--- config.mk ---
export PLATFORM = sky130hd
export DESIGN_NAME = entity_draw_sequencer
export DESIGN_NICKNAME = d
export VERILOG_FILES = /design/src/rtl/vector_pkg.sv /design/src/rtl/vec_point_sat.sv /design/src/rtl/entity_draw_sequencer.sv
export SDC_FILE = /design/constraint.sdc
export NUM_CORES = 1
export LEC_CHECK = 0
export CELL_PAD_IN_SITES_DETAIL_PLACEMENT = 0
export CELL_PAD_IN_SITES_GLOBAL_PLACEMENT = 1
export CORE_MARGIN = 2
export CORE_UTILIZATION = 40
export CTS_CLUSTER_SIZE = 10
export DETAILED_ROUTE_END_ITERATION = 8
export PLACE_DENSITY_LB_ADDON = 0.3
export SLEW_MARGIN = 25
export SYNTH_ARGS = -nofsm -noshare
export SYNTH_HDL_FRONTEND = slang
export SYNTH_SLANG_ARGS = --single-unit
--- constraint.sdc ---
create_clock -name clk -period 4.6 [get_ports clk]
set_input_delay 0.92 -clock clk [delete_from_list [all_inputs] [get_ports clk]]
set_output_delay 0.92 -clock clk [all_outputs]
set_load 0.01 [all_outputs]
--- src/rtl/vector_pkg.sv ---
// vector_pkg: shared types for the vector drawing path.
// Contents: entity slot count, the sprite ROM word layout and the draw sequencer FSM states.
package vector_pkg;
    localparam int ENTITY_COUNT   = 3;
    localparam int SPRITE_COORD_W = 8;
    typedef struct packed {
        logic                      last;
        logic                      beam;
        logic [SPRITE_COORD_W-1:0] yoff;
        logic [SPRITE_COORD_W-1:0] xoff;
    } sprite_word_t;
    typedef enum logic [2:0] {IDLE, SELECT, ADDR, DATA, EMIT, DONE} draw_state_t;
endpackage

--- src/rtl/vec_point_sat.sv ---
// vec_point_sat: saturating unsigned add of a base coordinate and an offset for one axis.
// Ports: base, off (W-bit unsigned) in; sum (W-bit, clamped to all-ones on carry) out.
module vec_point_sat
    import vector_pkg::*;
#(
    parameter int W = SPRITE_COORD_W
) (
    input  logic [W-1:0] base,
    input  logic [W-1:0] off,
    output logic [W-1:0] sum
);
    logic [W:0] full;
    assign full = {1'b0, base} + {1'b0, off};
    assign sum  = full[W] ? '1 : full[W-1:0];
endmodule

--- src/rtl/entity_draw_sequencer.sv ---
// entity_draw_sequencer: per frame, snapshots the entity slots and streams each spawned sprite as absolute beam points.
// Ports: clk, rst (sync, active-low); frame_start; x_ent/y_ent/spawn_ent/adr_ent slot inputs;
//        rom_adr out / rom_data in (one-cycle latency sprite ROM); x_out/y_out/beam_en/out_valid with out_ready;
//        busy, frame_done, frame_overrun status.
// Build option: ENTITY_BLANK_MOVE_EN emits a beam-off move to each entity's base position before its sprite.
module entity_draw_sequencer
    import vector_pkg::*;
#(
    parameter int OUT_WIDTH    = 8,
    parameter int ADDRESSWIDTH = 16,
    parameter int MAX_POINTS   = 64
) (
    input  logic                     clk,
    input  logic                     rst,
    input  logic                     frame_start,
    input  logic [OUT_WIDTH-1:0]     x_ent [ENTITY_COUNT],
    input  logic [OUT_WIDTH-1:0]     y_ent [ENTITY_COUNT],
    input  logic [ENTITY_COUNT-1:0]  spawn_ent,
    input  logic [ADDRESSWIDTH-1:0]  adr_ent [ENTITY_COUNT],
    output logic [ADDRESSWIDTH-1:0]  rom_adr,
    input  logic [2*OUT_WIDTH+1:0]   rom_data,
    output logic [OUT_WIDTH-1:0]     x_out,
    output logic [OUT_WIDTH-1:0]     y_out,
    output logic                     beam_en,
    output logic                     out_valid,
    input  logic                     out_ready,
    output logic                     busy,
    output logic                     frame_done,
    output logic                     frame_overrun
);
    localparam int IW = $clog2(ENTITY_COUNT + 1);
    localparam int CW = $clog2(MAX_POINTS);
`ifdef ENTITY_BLANK_MOVE_EN
    localparam bit BLANK = 1'b1;
`else
    localparam bit BLANK = 1'b0;
`endif

    draw_state_t state, state_next;
    logic [OUT_WIDTH-1:0]    lx [ENTITY_COUNT];
    logic [OUT_WIDTH-1:0]    ly [ENTITY_COUNT];
    logic [ADDRESSWIDTH-1:0] ladr [ENTITY_COUNT];
    logic [ENTITY_COUNT-1:0] lspawn;
    logic [IW-1:0]           idx, sel;
    logic [CW-1:0]           cnt;
    logic                    found, last_q, blank_q, hs, end_sprite;
    logic [OUT_WIDTH-1:0]    xsum, ysum;

    assign hs         = out_valid && out_ready;
    assign end_sprite = last_q || cnt == CW'(MAX_POINTS - 1);

    // Descending scan so the lowest qualifying slot wins.
    always_comb begin
        found = 1'b0;
        sel   = '0;
        for (int i = ENTITY_COUNT - 1; i >= 0; i--) begin
            if (lspawn[i] && IW'(i) >= idx) begin
                found = 1'b1;
                sel   = IW'(i);
            end
        end
    end

    vec_point_sat #(.W(OUT_WIDTH)) u_sat_x (
        .base (lx[idx]),
        .off  (rom_data[OUT_WIDTH-1:0]),
        .sum  (xsum)
    );

    vec_point_sat #(.W(OUT_WIDTH)) u_sat_y (
        .base (ly[idx]),
        .off  (rom_data[2*OUT_WIDTH-1:OUT_WIDTH]),
        .sum  (ysum)
    );

    always_ff @(posedge clk) begin
        state <= !rst ? IDLE : state_next;
    end

    always_comb begin
        state_next = state;
        case (state)
            IDLE:    state_next = frame_start ? SELECT : IDLE;
            SELECT:  state_next = !found ? DONE : BLANK ? EMIT : ADDR;
            ADDR:    state_next = DATA;
            DATA:    state_next = EMIT;
            // A blank move always proceeds into its sprite's first ROM read.
            EMIT:    state_next = !hs ? EMIT : (!blank_q && end_sprite) ? SELECT : ADDR;
            DONE:    state_next = IDLE;
            default: state_next = IDLE;
        endcase
    end

    always_ff @(posedge clk) begin
        if (!rst) begin
            lx            <= '{default: '0};
            ly            <= '{default: '0};
            ladr          <= '{default: '0};
            lspawn        <= '0;
            idx           <= '0;
            cnt           <= '0;
            last_q        <= 1'b0;
            blank_q       <= 1'b0;
            rom_adr       <= '0;
            x_out         <= '0;
            y_out         <= '0;
            beam_en       <= 1'b0;
            out_valid     <= 1'b0;
            busy          <= 1'b0;
            frame_done    <= 1'b0;
            frame_overrun <= 1'b0;
        end else begin
            busy          <= state_next != IDLE;
            frame_done    <= state_next == DONE;
            frame_overrun <= frame_start && state != IDLE;
            case (state)
                IDLE: begin
                    if (frame_start) begin
                        lx     <= x_ent;
                        ly     <= y_ent;
                        ladr   <= adr_ent;
                        lspawn <= spawn_ent;
                        idx    <= '0;
                    end
                end
                SELECT: begin
                    if (found) begin
                        idx     <= sel;
                        rom_adr <= ladr[sel];
                        cnt     <= '0;
                        if (BLANK) begin
                            x_out     <= lx[sel];
                            y_out     <= ly[sel];
                            beam_en   <= 1'b0;
                            out_valid <= 1'b1;
                            blank_q   <= 1'b1;
                        end
                    end
                end
                DATA: begin
                    x_out     <= xsum;
                    y_out     <= ysum;
                    beam_en   <= rom_data[2*OUT_WIDTH];
                    last_q    <= rom_data[2*OUT_WIDTH+1];
                    out_valid <= 1'b1;
                end
                EMIT: begin
                    if (hs) begin
                        out_valid <= 1'b0;
                        blank_q   <= 1'b0;
                        if (!blank_q) begin
                            if (end_sprite) begin
                                idx <= idx + 1'b1;
                            end else begin
                                rom_adr <= rom_adr + 1'b1;
                                cnt     <= cnt + 1'b1;
                            end
                        end
                    end
                end
                default: ;
            endcase
        end
    end
endmodule

# After elaboration in Yosys (flattened, before gate mapping)
# Index checks and enable logic that the tools add are counted.
[word_totals]
reg_bits = 148
inputBits = 121
[op_classes]
bitwise = 2
muxes = 37
addsub = 5
n_eq_ne = 11
n_lt_le_gt_ge = 5
n_reduce_logical = 16
[op_table]
columns = ["op", "n"]
rows = [
  ["16-bit 2-to-1 mux", 5],
  ["8-bit 2-to-1 mux", 6],
  ["16-bit binary-select mux with 2-bit select", 1],
  ["8-bit binary-select mux with 2-bit select", 2],
  ["16-bit case mux with 2 select lines", 1],
  ["8-bit by 8-bit adder with 9-bit output", 2],
  ["6-bit 2-to-1 mux", 3],
  ["16-bit by 1-bit adder with 16-bit output, second input constant", 1],
  ["2-bit 2-to-1 mux", 8],
  ["3-bit case mux with 5 select lines", 1],
  ["6-bit case mux with 2 select lines", 1],
  ["2-bit != test, second input constant", 5],
  ["3-bit nonzero test", 3],
  ["6-bit by 1-bit adder with 6-bit output, second input constant", 1],
  ["3-bit by 2-bit equality test with 1-bit output, second input constant", 2],
  ["3-bit equality test, second input constant", 2],
  ["6-bit equality test, second input constant", 1],
  ["3-bit greater-or-equal comparator, second input constant", 2],
  ["3-bit 2-to-1 mux", 2],
  ["2-bit inverter with 3-bit output", 2],
  ["2-bit case mux with 3 select lines", 1],
  ["1-bit logical AND", 5],
  ["1-bit 2-to-1 mux", 5],
  ["5-bit AND reduction", 1],
  ["10 further kinds", 13],
]

# Logic depth before layout (Yosys ltp)
[depth]
ltp_word = 11
mapped_depth = 12
ltp_nobuf = 11

# Hierarchy
# Synthesis repeated with hierarchy kept, for this count alone.
[unflattened]
cells_unflattened = 957
area_unflattened_um2 = 7507.2
[by_module_without_submodules]
columns = ["module", "n_inst", "area_per_inst_um2", "cells_each", "seq_area_each_um2"]
rows = [
  ["entity_draw_sequencer", 1, 6726.5, 861, 2962.8],
  ["vec_point_sat", 2, 390.4, 48, 0.0],
]

# Least setup slack after synthesis
# No wires, ideal clock.
[synth_path]
path_kind = "register -> register"
start = "register idx[1]"
end = "register y_out[2]"
arrival_ps = 2973
path_slack_ps = 1487
path_stages_with_launch = 12
setup_time_ps = 140
cell_sequence = "dfxtp_1 -> buf_2 -> buf_1 -> mux2i_1 -> o21ai_0 -> ha_1 -> fa_1 -> and3_1 -> o311a_1 -> o21a_1 -> o21ai_1 -> a31oi_1"
[synth_via]
elab_chain_cells = 6
[synth_rtl]
columns = ["element", "line_no", "source"]
rows = [
  ["start: declaration", "entity_draw_sequencer.sv:44", "logic [IW-1:0] idx, sel;"],
  ["start signal: assignment", "entity_draw_sequencer.sv:128", "idx <= sel;"],
  ["start signal: assignment", "entity_draw_sequencer.sv:153", "idx <= idx + 1'b1;"],
  ["2-bit inverter with 3-bit output (implied by the code)", "entity_draw_sequencer.sv:71", ".base (ly[idx]),"],
  ["8-bit binary-select mux with 2-bit select", "entity_draw_sequencer.sv:71", ""],
  ["8-bit 2-to-1 mux (implied by the code) (2 in series)", "entity_draw_sequencer.sv:71", ""],
  ["8-bit by 8-bit adder with 9-bit output", "vec_point_sat.sv:13", "assign full = {1'b0, base} + {1'b0, off};"],
  ["8-bit 2-to-1 mux", "vec_point_sat.sv:14", "assign sum = full[W] ? '1 : full[W-1:0];"],
  ["end signal: assignment", "entity_draw_sequencer.sv:133", "y_out <= ly[sel];"],
  ["end signal: assignment", "entity_draw_sequencer.sv:142", "y_out <= ysum;"],
  ["end: declaration", "entity_draw_sequencer.sv:23", "output logic [OUT_WIDTH-1:0] y_out,"],
]
# No other way between the ends. The select of a mux whose other input is x is not followed.
# A chain may end at the register's enable or synchronous reset.

# Final worst setup path
[layout_path]
start = "register idx[1]"
end = "register y_out[3]"
# The elaborated chain is that of the path after synthesis.

==> results.py <==
metrics = {
    "outcome": {
        "status": "completed",
    },
    "worst_setup_path": {
        "cpMaxStageDelayCell": "dfxtp_1",
        "crit_type": "reg -> reg",
        "max_stage_delay_ns": 0.82,
        "crit_buf_inv": 1,
        "critical-path-top-delay-family": "compound AO/OA/AOI/OAI gates",
        "cp.arrival_ns": 3.56,
        "reg2reg_from": "idx[1]",
        "rr_worst_depth": 11,
        "reg2reg_to": "y_out[3]",
        "critPathLaunchType": "register",
        "endpoint_kind": "register",
        "r2r_setup_slack_ns": 1.33,
        "path_cells": "nor2_1 > buf_4 > nand2_1 > o21ai_0 > ha_1 > fa_1 > and3_1 > o311a_1 > o21a_1 > o21ai_1 > a31oi_1",
        "cp.depth": 11,
        "critical_path.max_fanout": 16,
        "worstPathRequired_ns": 4.89,
    },
    "cells_and_area": {
        "mostFrequentLayoutCell": "nand2_1",
        "final_nets": 1175,
        "final_util_pct": 54.3,
        "layout-drive-gt1-share_pct": 4.70,
        "final_cell_mix": "nand2_1, clkdlybuf4s50_1, dfxtp_1",
        "antenna_cells": 0,
        "area_delta_synth_final_pct": 32.9,
    },
    "synth": {
        "synth_seq_area_share_pct": 42.1,
        "synth_flop_cell": "dfxtp_1",
        "ys_ff_latch": 148,
        "netlist_instances": 907,
        "async_flop_share_pct": 0,
        "synth_top_area_cell": "dfxtp_1",
        "synth-edff-count": 0,
        "synth_area_um2": 7040,
        "yosysTopAreaCellShare_pct": 42.1,
        "ys_types": 59,
        "syn-num-nets": 1051,
        "syn_avg_cell_area_um2": 7.76,
        "synthTopCellsByArea": "dfxtp_1, nand2_1, a21oi_1",
        "yosysWarnings": 0,
    },
    "timing": {
        "finalHoldViolations": 0,
        "max_slew.worst_pin.slew_ns": 0.933,
        "setup_viol": 0,
        "finalSetupTns_ns": 0,
        "slew_viol_final": 0,
        "rsz0062_at_grt": "false",
        "period_share_pct": 71.0,
        "fin_crit_ns": 3.27,
        "fin_skew_ns": 0.00740,
        "slew_headroom_pct": 37.2,
        "max_freq_mhz": 306,
    },
    "cts": {
        "insertion_delay_ns": 0.43,
        "cts_max_level": 4,
        "cts_resized": 0,
        "numCtsBuffers": 17,
        "postCtsHoldBufs": 0,
        "clk_pin_slew_worst_paths_ns": 0.06,
        "cts_setup_buffers": 0,
        "cts_tree": "built",
        "root_buffer": "clkbuf_16",
        "clock_sinks": 148,
        "clock_path_buffers": 2,
    },
    "floorplan": {
        "rows": 48,
        "fp.dieW_um": 137,
        "coreArea_um2": 17200,
        "dieArea_um2": 18700,
        "initial_core_util_pct": 40.9,
        "fp.dieH_um": 137,
        "io_pins": 158,
    },
    "drt": {
        "ant_nets": 0,
        "via_per_inst": 5.22,
        "wl_um": 19500,
        "avgRoutedWirePerCell_um": 15.4,
        "route.detailed.drc": 0,
        "vias": 6613,
        "drt_iter0_markers": 419,
        "first_pass_iters": 5,
    },
    "pwr": {
        "seqPwrFrac_pct": 36.4,
        "p_int_w": 0.00292,
        "power_density_nw_per_um2": 460,
        "netSwitchingFraction_pct": 32.2,
        "pwr-share-comb_pct": 28.9,
        "switchingPower_w": 0.00139,
        "vdd_drop_max_uv": 295,
        "power.leakage_nw": 3.44,
        "power_frac_clock_pct": 34.7,
    },
    "global_routing": {
        "grt.total_usage_pct": 21.6,
        "grt_pass1_vias": 5989,
        "grt-ovfl-total": 0,
        "grt_max_degree": 93,
        "grt_pass1_wl_um": 31300,
        "grt_antenna_before_repair": 0,
    },
    "place": {
        "numPortBuffers": 157,
        "place_congestion": 0.833,
        "hpwl_um": 13500,
    },
    "flow_run": {
        "timing.max_cap.violations": 0,
    },
    "min_path": {
        "min-delay-start": "ladr[4]",
        "hold_path_end": "ladr[4]",
        "hold_class": "reg -> reg",
        "hold_depth": 2,
    },
}
## power groups by stage
stage	combinational (W)	sequential, W	clock (W)
4_1_cts	0.00125	0.00157	0.00152
3_3_place_gp	0.00123	0.00159	0
6_report	0.00124	0.00157	0.00150
3_5_place_dp	0.00124	0.00160	0
2_1_floorplan	0.000849	0.00157	0
5_1_grt	0.00140	0.00159	0.00157
## logic make-up (layout without fill, tap and decap cells)
logic type	Yosys count	after routing	share of synthesized area [%]
buf+inv	76	212	4.51
xor+xnor	10	10	1.24
flops	148	148	42.1
compound gates	290	290	24.4
mux	23	23	3.27
fa+ha+maj	23	23	4.30
simple gates	337	337	20.2
## worst reg2reg max path, cell delays in order, from the launching register on
cell	delay [ns]
dfxtp_1	0.82
nor2_1	0.08
buf_4	0.23
nand2_1	0.08
o21ai_0	0.08
ha_1	0.22
fa_1	0.40
and3_1	0.17
o311a_1	0.35
o21a_1	0.20
o21ai_1	0.36
a31oi_1	0.14
## Yosys cell counts (6+ instances only)
cell type	count
o31ai_1	9
inv_1	16
xnor2_1	6
nor2_1	25
dfxtp_1	148
nor3_1	14
nand2_1	246
o31a_1	6
o211ai_1	12
o22ai_1	7
a31oi_1	17
nand3_1	17
mux2i_1	23
a211oi_1	6
o21ai_0	50
o21a_1	6
a21o_1	6
buf_2	8
clkbuf_1	45
nand2b_1	6
ha_1	21
a21oi_1	141
## state kept, by name (all words and copies together), names as in the netlist
signal and cells:
ly 24, x_out 8, out_valid 1, frame_overrun 1
last_q 1, ladr 48, state 3, rom_adr 16
lspawn 3, lx 24, frame_done 1, cnt 6
idx 2, y_out 8, beam_en 1, busy 1
## worst max path at each step
stage	start	endpoint	slack, ns
after floorplan	idx[1]	y_out[2]	1.49
after global placement	rom_data[8]	y_out[5]	1.26
after detailed placement	rom_data[8]	y_out[3]	1.27
after CTS	idx[1]	y_out[3]	1.31
after global routing	idx[1]	y_out[4]	1.05
final	idx[1]	y_out[3]	1.33
## layer usage
metal | up-vias | track usage, % | wire length (µm) | share of wire [%]
met1 | 2992 | 32.7 | 9740 | 50
met4 | 0 | 6.02 | 181 | 0.93
li1 | 3422 | - | - | -
met2 | 183 | 30.7 | 8500 | 44
met3 | 16 | 4.37 | 1080 | 5.5
met5 | - | 0 | 0 | 0
## layout make-up
class,count,area [µm²]
clock buffers,23,488
repair buffers,165,1630
well taps,225,282
fillers,1692,7880
multi-input cells,683,3780
inverters,16,61.3
flip-flops and latches,148,2960
clock inverters,8,148
## metrics by stage
step | hold slack, ns | cell area (µm²) | worst slack (ns) | instances | power (W)
after global placement | 0.439 | 8710 | 1.26 | 1237 | 0.00283
after CTS | 0.452 | 9360 | 1.31 | 1268 | 0.00434
after floorplan | 0.433 | 7040 | 1.49 | 907 | 0.00242
after global routing | 0.468 | 9360 | 1.05 | 1268 | 0.00456
final | 0.450 | 9360 | 1.33 | 1268 | 0.00431
after detailed placement | 0.444 | 8720 | 1.27 | 1237 | 0.00284
Power figures use the tool's default switching activity.
